`src/rtl/dm_pkg.sv`:
```
// Shared definitions for the data-memory load/store unit: size codes, FSM states and
// the default word-address width.
package dm_pkg;

  localparam int unsigned DEF_ADDR_W = 10;

  localparam logic [1:0] SZ_B = 2'b00;
  localparam logic [1:0] SZ_H = 2'b01;
  localparam logic [1:0] SZ_W = 2'b10;

  typedef enum logic [2:0] {
    StIdle,
    StLoad,
    StRmwRd,
    StWrite,
    StDone
  } state_t;

endpackage

```
`src/rtl/dm_lane.sv`:
```
// Little-endian lane steering: extracts/extends sub-word loads and merges sub-word store
// data into an existing memory word.
module dm_lane import dm_pkg::*; (
  input  logic [31:0] dout,
  input  logic [1:0]  off,
  input  logic [1:0]  size,
  input  logic        sext,
  input  logic [31:0] old_word,
  input  logic [31:0] wdata,
  output logic [31:0] load_word,
  output logic [31:0] merge_word
);

  logic [4:0]  b_sh;
  logic [4:0]  h_sh;
  logic [31:0] b_val;
  logic [31:0] h_val;
  logic [31:0] b_mask;
  logic [31:0] h_mask;

  // Halfword lanes are selected by off[1] alone; alignment is checked upstream.
  assign b_sh   = {off, 3'b000};
  assign h_sh   = {off[1], 4'b0000};
  assign b_val  = dout >> b_sh;
  assign h_val  = dout >> h_sh;
  assign b_mask = 32'h0000_00ff << b_sh;
  assign h_mask = 32'h0000_ffff << h_sh;

  always_comb begin
    load_word  = dout;
    merge_word = wdata;
    case (size)
      SZ_B: begin
        load_word  = {{24{sext & b_val[7]}}, b_val[7:0]};
        merge_word = (old_word & ~b_mask) | ({24'h0, wdata[7:0]} << b_sh);
      end
      SZ_H: begin
        load_word  = {{16{sext & h_val[15]}}, h_val[15:0]};
        merge_word = (old_word & ~h_mask) | ({16'h0, wdata[15:0]} << h_sh);
      end
      default: begin
        load_word  = dout;
        merge_word = wdata;
      end
    endcase
  end

endmodule

```
`src/rtl/dm_lsu.sv`:
```
// Load/store unit driving a word-addressed data memory; sub-word stores are done as
// read-modify-write, sub-word loads are extracted and extended.
module dm_lsu import dm_pkg::*; #(
  parameter int unsigned ADDR_W = DEF_ADDR_W
) (
  input  logic              clk,
  input  logic              rst,
  input  logic              req,
  input  logic              we,
  input  logic [1:0]        size,
  input  logic              sext,
  input  logic [31:0]       addr,
  input  logic [31:0]       wdata,
  output logic              busy,
  output logic              done,
  output logic              err,
  output logic [31:0]       rdata,
  output logic [ADDR_W-1:0] dm_addr,
  output logic [31:0]       dm_din,
  output logic              dm_we,
  input  logic [31:0]       dm_dout
);

  state_t          state_q;
  logic [1:0]      size_q;
  logic            sext_q;
  logic [ADDR_W+1:0] addr_q;
  logic [31:0]     wdata_q;
  logic            err_q;
  logic [31:0]     rdata_q;
  logic [31:0]     merge_q;

  logic [31:0]     load_word;
  logic [31:0]     merge_word;
  logic            bad_req;
  logic            unused_addr;

  // Address bits beyond the 4 KiB window are ignored, giving wrap-around.
  assign unused_addr = ^addr[31:ADDR_W+2];

  assign bad_req = (size == 2'b11) ||
                   ((size == SZ_H) && addr[0]) ||
                   ((size == SZ_W) && (addr[1:0] != 2'b00));

  dm_lane u_lane (
    .dout       (dm_dout),
    .off        (addr_q[1:0]),
    .size       (size_q),
    .sext       (sext_q),
    .old_word   (dm_dout),
    .wdata      (wdata_q),
    .load_word  (load_word),
    .merge_word (merge_word)
  );

  always_ff @(posedge clk or posedge rst) begin
    if (rst) begin
      state_q <= StIdle;
      size_q  <= SZ_B;
      sext_q  <= 1'b0;
      addr_q  <= '0;
      wdata_q <= 32'h0;
      err_q   <= 1'b0;
      rdata_q <= 32'h0;
      merge_q <= 32'h0;
    end else begin
      case (state_q)
        StIdle: begin
          if (req) begin
            size_q  <= size;
            sext_q  <= sext;
            addr_q  <= addr[ADDR_W+1:0];
            wdata_q <= wdata;
            err_q   <= bad_req;
            if (bad_req) begin
              state_q <= StDone;
            end else if (!we) begin
              state_q <= StLoad;
            end else if (size == SZ_W) begin
              merge_q <= wdata;
              state_q <= StWrite;
            end else begin
              state_q <= StRmwRd;
            end
          end
        end
        StLoad: begin
          rdata_q <= load_word;
          state_q <= StDone;
        end
        StRmwRd: begin
          merge_q <= merge_word;
          state_q <= StWrite;
        end
        StWrite: state_q <= StDone;
        StDone:  state_q <= StIdle;
        default: state_q <= StIdle;
      endcase
    end
  end

  assign busy    = (state_q != StIdle);
  assign done    = (state_q == StDone);
  assign err     = done & err_q;
  assign rdata   = rdata_q;
  assign dm_we   = (state_q == StWrite);
  assign dm_din  = merge_q;
  assign dm_addr = (state_q == StIdle) ? addr[ADDR_W+1:2] : addr_q[ADDR_W+1:2];

endmodule

```
`config.mk`:
```
export PLATFORM = sky130hd
export DESIGN_NAME = dm_lsu
export DESIGN_NICKNAME = d
export VERILOG_FILES = /design/src/rtl/dm_pkg.sv /design/src/rtl/dm_lane.sv /design/src/rtl/dm_lsu.sv
export SDC_FILE = /design/constraint.sdc
export NUM_CORES = 1
export LEC_CHECK = 0
export ABC_AREA = 1
export CORE_MARGIN = 3
export CORE_UTILIZATION = 53
export DETAILED_ROUTE_END_ITERATION = 8
export GPL_TIMING_DRIVEN = 1
export PLACE_DENSITY_LB_ADDON = 0.25
export SYNTH_ARGS = -nofsm -noshare
export SYNTH_HDL_FRONTEND = slang
export SYNTH_SLANG_ARGS = --single-unit
```
`constraint.sdc`:
```
create_clock -name clk -period 6.7 [get_ports clk]
set_clock_uncertainty 0.1 [all_clocks]
set_input_delay 2.01 -clock clk [delete_from_list [all_inputs] [get_ports clk]]
set_output_delay 2.01 -clock clk [all_outputs]
set_load 0.02 [all_outputs]
```
==> results of run 1 <==
==> per-layer routing <==
| metal | routed length [um] | share of wire (%) | up-vias |
|---|---|---|---|
| met5 | 0 | 0 | - |
| met4 | 490 | 2.4 | 0 |
| met3 | 1980 | 9.9 | 39 |
| met2 | 8720 | 44 | 360 |
| met1 | 8840 | 44 | 3178 |
| li1 | - | - | 3400 |
==> registers in the layout, summed over array words and instances, names as in the netlist <==
signal,flops
addr_q,12
state_q,3
err_q,1
rdata,32
wdata_q,32
sext_q,1
size_q,2
dm_din,32
==> power groups by stage <==
stage	clock, uW	combinational, uW	sequential (uW)
2_1_floorplan	0	1430	1440
3_3_place_gp	0	2370	1300
3_5_place_dp	0	2420	1310
4_1_cts	897	2440	1310
5_1_grt	924	2720	1350
6_report	896	2450	1310
==> logic make-up (layout without fill, tap and decap cells) <==
logic type	after synthesis	count (layout)	synth area share (%)
compound gates	126	126	9.81
buf+inv	141	278	8.72
simple gates	635	635	38.3
flops	115	115	43.1
==> worst register-to-register path, stage by stage (launching register included) <==
cell	delay [ns]
dfrtp_2	0.57
buf_4	0.35
nor2_2	0.53
nand4_1	0.91
nand2_1	0.28
nand2_1	0.14
nand2_1	0.08
==> synth_stat cells <==
library cell / instances
nand3_1: 70
nor3_1: 1
o21ai_1: 14
nor2_4: 1
nor2_1: 8
nand2_2: 2
nand2_1: 528
clkbuf_1: 23
a2bb2oi_1: 2
nor2_2: 4
nand3_4: 1
nand4_1: 1
buf_2: 27
o21ai_0: 49
or2_2: 18
inv_2: 7
a21oi_1: 58
inv_1: 77
buf_1: 2
nor4_1: 1
buf_4: 5
dfrtp_1: 115
a21oi_4: 1
a21o_1: 2
==> stage by stage <==
step	hold slack, ns	area (sq um)	utilization (%)	setup slack, ns
after floorplan	0.342	6670	-	1.55
after global placement	0.353	8250	67.8	1.31
after detailed placement	0.359	8250	67.8	1.25
after CTS	0.374	8830	72.6	1.25
after global routing	0.393	8830	72.6	1.16
final	0.374	8830	72.6	1.23
==> path summary, 6_finish.rpt <==
check,from,end,slack (ns),depth (start not counted)
worst max-delay path,addr[8],dm_addr[6],1.23,4
worst min-delay path,wdata_q[26],wdata_q[26],0.37,2
worst max register to register,size_q[1],rdata[8],3.67,6
worst min register to register,wdata_q[26],wdata_q[26],0.37,2
max in group asynchronous,rst,dm_din[26],3.36,3
min in group asynchronous,rst,rdata[16],2.09,2
==> layout make-up <==
type | instances | area, sq um
fill | 990 | 3330
timing repair buffer | 164 | 1630
clock buffer | 20 | 467
multi-input combinational | 761 | 3210
sequential | 115 | 2880
inverter | 84 | 318
tap | 168 | 210
clock inverter | 10 | 109
==> flow_metrics.tcl, run 1 <==
set metrics [dict create \
    slowest_delay_ns 0.66 \
    slowest_stage "clkdlybuf4s50_1" \
    switching_power_uw 2110 \
    drtAntennaViolNets 0 \
    synth_area_sq_um 6670 \
    status "finished, final reports clean" \
    max_cap_viol_count 0 \
    clk_latency_ns 0.42 \
    cts_resized 0 \
    io_buffers 160 \
    die_h_um 118 \
    critPathRequiredTime_ns 4.59 \
    drive_gt1_share_pct 6.07 \
    cpMostUsedCell "clkdlybuf4s50_1" \
    max_slew_margin_pct 31.2 \
    synth.top_cell.area_share_pct 43.1 \
    cts_buffer_depth 2 \
    cp.arrival_ns 3.36 \
    avgSynthCellArea_sq_um 6.56 \
    dp_cells 1292 \
    fin_crit_sh_pct 81.7 \
    numCtsBuffers 17 \
    postCtsHoldBufs 0 \
    num_vias 6977 \
    antenna_found_initial 0 \
    routed_wl_um 20000 \
    synth.area.top_cells "dfrtp_1 43%, nand2_1 30%, nand3_1 5.3%" \
    p_seq_share_pct 28.2 \
    cp-end-kind "output pin" \
    routabilityCongestion 0.901 \
    drtIter0Drc 795 \
    hp-class "reg2reg" \
    die_x_um 118 \
    clkPwrFrac_pct 19.2 \
    grtUsageMet1_pct 42.5 \
    vias_per_cell 5.28 \
    grt_pass1_wl_um 32300 \
    startpoint_type "primary input" \
    slew_viol_final 0 \
    crit_fanout 2 \
    cp_top_family "buffers and inverters" \
    finalPower_uw 4660 \
    use_met2_pct 41.6 \
    synthCells 1017 \
    period_needed_ns 5.47 \
    area_delta_synth_final_pct 32.3 \
    synth_seq_cells 115 \
    yosysTopAreaCell "dfrtp_1" \
    p_int_uw 2550 \
    cts_setup_buffers 0 \
    clk_root_buffer_cell "clkbuf_16" \
    dr.pass1.iters 5 \
    cts_tree "done" \
    drc 0 \
    grt_use_total_pct 28.8 \
    finalHoldViolations 0 \
    p_leak_uw 0.00464 \
    rsz0062_at_grt "no" \
    grt_pass1_vias 6367 \
    cts_sinks 115 \
    crit_type "in2out" \
    ios 181 \
    fin_cells 1322 \
    mostFrequentLayoutCells "528 x nand2_1, 160 x clkdlybuf4s50_1, 114 x dfrtp_1" \
    met3_usage_pct 6.51 \
    rows 40 \
    tightest_slew_ns 1.03 \
    setup_viol 0 \
    ir_drop_mv 0.297 \
    start_util_pct 54.9 \
    dp_hpwl_um 13600 \
    core_area_sq_um 12200 \
    clkTransAtPathRegs_ns 0.05 \
    grt_max_degree 80 \
    switching_share_pct 45.2 \
    post_drt_wl_per_cell_um 15.2 \
    cp_cell_sequence "clkdlybuf4s50_1 > inv_1 > o21ai_0 > clkdlybuf4s50_1" \
    synth.distinct_cells 24 \
    fmax_ghz 0.183 \
    nets 1246 \
    p_comb_share_pct 52.6 \
    dieArea_sq_um 14000 \
    ys_warn_count 0 \
    top_usage_layer "met1" \
    power_density_nw_per_um2 528 \
    syn-num-nets 1120 \
    seq_area_frac_synth_pct 43.1 \
    antenna_cells 0 \
    critPathBufInv 3 \
    final_common_cell "nand2_1" \
    htreeDepth 4 \
    overflow 0 \
    finalSetupTns_ns 0 \
]
Power figures use the tool's default switching activity.
==> run 2: changes to the inputs <==
- CORE_UTILIZATION: 53 -> 44
- clock period: 6.7 -> 4.6 ns (I/O delays scaled with it)
==> run 2 against run 1 <==
Wire length rose by 1.1%. Non-clock buffer count rose by 4. Via count fell by 1.3%. Hold slack got worse by 0.0024 ns.
==> flow_metrics.tcl, run 2 (synthesis gave the netlist of run 1 again) <==
set metrics [dict create \
    nFillCells 1358 \
    hp-start "wdata_q[24]" \
    clk_root_buffer_cell "clkbuf_16" \
    cp.arrival_ns 2.68 \
    max_cap_viol_count 0 \
    switching_power_uw 3030 \
    clkTransAtPathRegs_ns 0.05 \
    clk_latency_ns 0.41 \
    setup_viol 0 \
    cts_resized 0 \
    grt_use_total_pct 24.7 \
    antenna_found_initial 1 \
    status "finished, final reports clean" \
    switching_share_pct 44.2 \
    io_buffers 160 \
    die_h_um 129 \
    routed_wl_um 20300 \
    clkPwrFrac_pct 20.4 \
    finalHoldViolations 0 \
    numCtsBuffers 17 \
    rsz0062_at_grt "no" \
    slew_viol_final 0 \
    num_vias 6884 \
    critPathRequiredTime_ns 3.12 \
    postCtsHoldBufs 0 \
    p_leak_uw 0.00468 \
    cts_sinks 115 \
    fmax_ghz 0.240 \
    p_int_uw 3820 \
    vias_per_cell 5.12 \
    final_common_cell "nand2_1" \
    routabilityCongestion 0.912 \
    htreeDepth 4 \
    cts_setup_buffers 0 \
    ios 181 \
    mostFrequentLayoutCells "528 x nand2_1, 160 x clkdlybuf4s50_1, 114 x dfrtp_1" \
    dp_slack_ns 0.423 \
    setup_ws_ns 0.439 \
    startpoint_type "primary input" \
    seq_area_sq_um 2880 \
    overflow 0 \
    dp_hpwl_um 14100 \
    ir_drop_mv 0.360 \
    nets 1250 \
    place_area_sq_um 8310 \
    met3_usage_pct 6.60 \
    cp-startpoint "addr[6]" \
    final_core_util_pct 60.8 \
    multi_input_area_sq_um 3210 \
    core_area_sq_um 14700 \
    crit_type "in2out" \
    grt_pass1_wl_um 32500 \
    cts_tree "done" \
    fin_crit_sh_pct 90.5 \
    finalSetupTns_ns 0 \
    top_usage_layer "met1" \
    tightest_slew_ns 0.883 \
    grt_pass1_vias 6269 \
    area_delta_synth_final_pct 33.9 \
    finalPower_uw 6850 \
    drive_gt1_share_pct 6.38 \
    reg2reg_from "addr_q[1]" \
    drc 0 \
    crit_fanout 2 \
    cp-end-kind "output pin" \
    p_comb_share_pct 51.8 \
    power_density_nw_per_um2 767 \
    drtIter0Drc 625 \
    rows 44 \
    dr.pass1.iters 6 \
    die_x_um 129 \
    p_seq_share_pct 27.8 \
    finalInstanceArea_sq_um 8930 \
    antenna_cells 0 \
    hp-class "reg2reg" \
    post_drt_wl_per_cell_um 15.1 \
    cts_buffer_depth 2 \
    grtUsageMet1_pct 37.2 \
    drtAntennaViolNets 0 \
    dieArea_sq_um 16700 \
    max_slew_margin_pct 41.1 \
    period_needed_ns 4.16 \
    use_met2_pct 35.6 \
    start_util_pct 45.4 \
    grt_max_degree 58 \
]
run 2: cell count changes in the layout (fill, tap and decap cells not counted), sizes merged:
cell,delta
buf,+4
bufinv,+2
clkbuf,+1
clkinvlp,-1
run 2: final cells by class:
cell class                 instances  share of cell area (%)
multi-input combinational        761                    36.0
sequential                       115                    32.2
timing repair buffer             168                    18.7
clock buffer                      21                    5.15
inverter                          84                    3.56
tap                              184                    2.58
clock inverter                    11                    1.76
run 2: per-layer routing:
metal / up-vias / share of wire (%)
li1: 3421 / -
met1: 3155 / 47
met2: 281 / 43
met3: 25 / 8.4
met4: 2 / 1.3
met5: - / 0.064
run 2: power by group through the flow:
stage / Sequential [uW] / Combinational [uW] / Clock, uW
global route: 1970 / 3970 / 1460
floorplan: 2100 / 2090 / 0
detailed placement: 1910 / 3540 / 0
finish: 1910 / 3550 / 1390
CTS: 1900 / 3560 / 1410
global placement: 1900 / 3480 / 0
run 2: path summary, 6_finish.rpt:
| kind | to | slack (ns) | cells after the start |
|---|---|---|---|
| worst max-delay path | dm_addr[4] | 0.44 | 4 |
| worst min-delay path | wdata_q[24] | 0.37 | 2 |
| worst max register to register | rdata[17] | 1.93 | 8 |
| worst min register to register | wdata_q[24] | 0.37 | 2 |
| max in group asynchronous | addr_q[11] | 2.34 | 3 |
| min in group asynchronous | rdata[17] | 1.34 | 2 |
run 2: per-stage QoR:
stage,instances,hold slack [ns]
2_1_floorplan,1017,0.342
3_5_place_dp,1312,0.364
3_3_place_gp,1312,0.355
6_report,1344,0.371
5_1_grt,1344,0.397
4_1_cts,1344,0.376
run 2: worst max-delay path: stages:
cell,delay (ns)
clkdlybuf4s50_1,0.45
inv_1,0.04
o21ai_0,0.17
clkdlybuf4s50_1,0.64
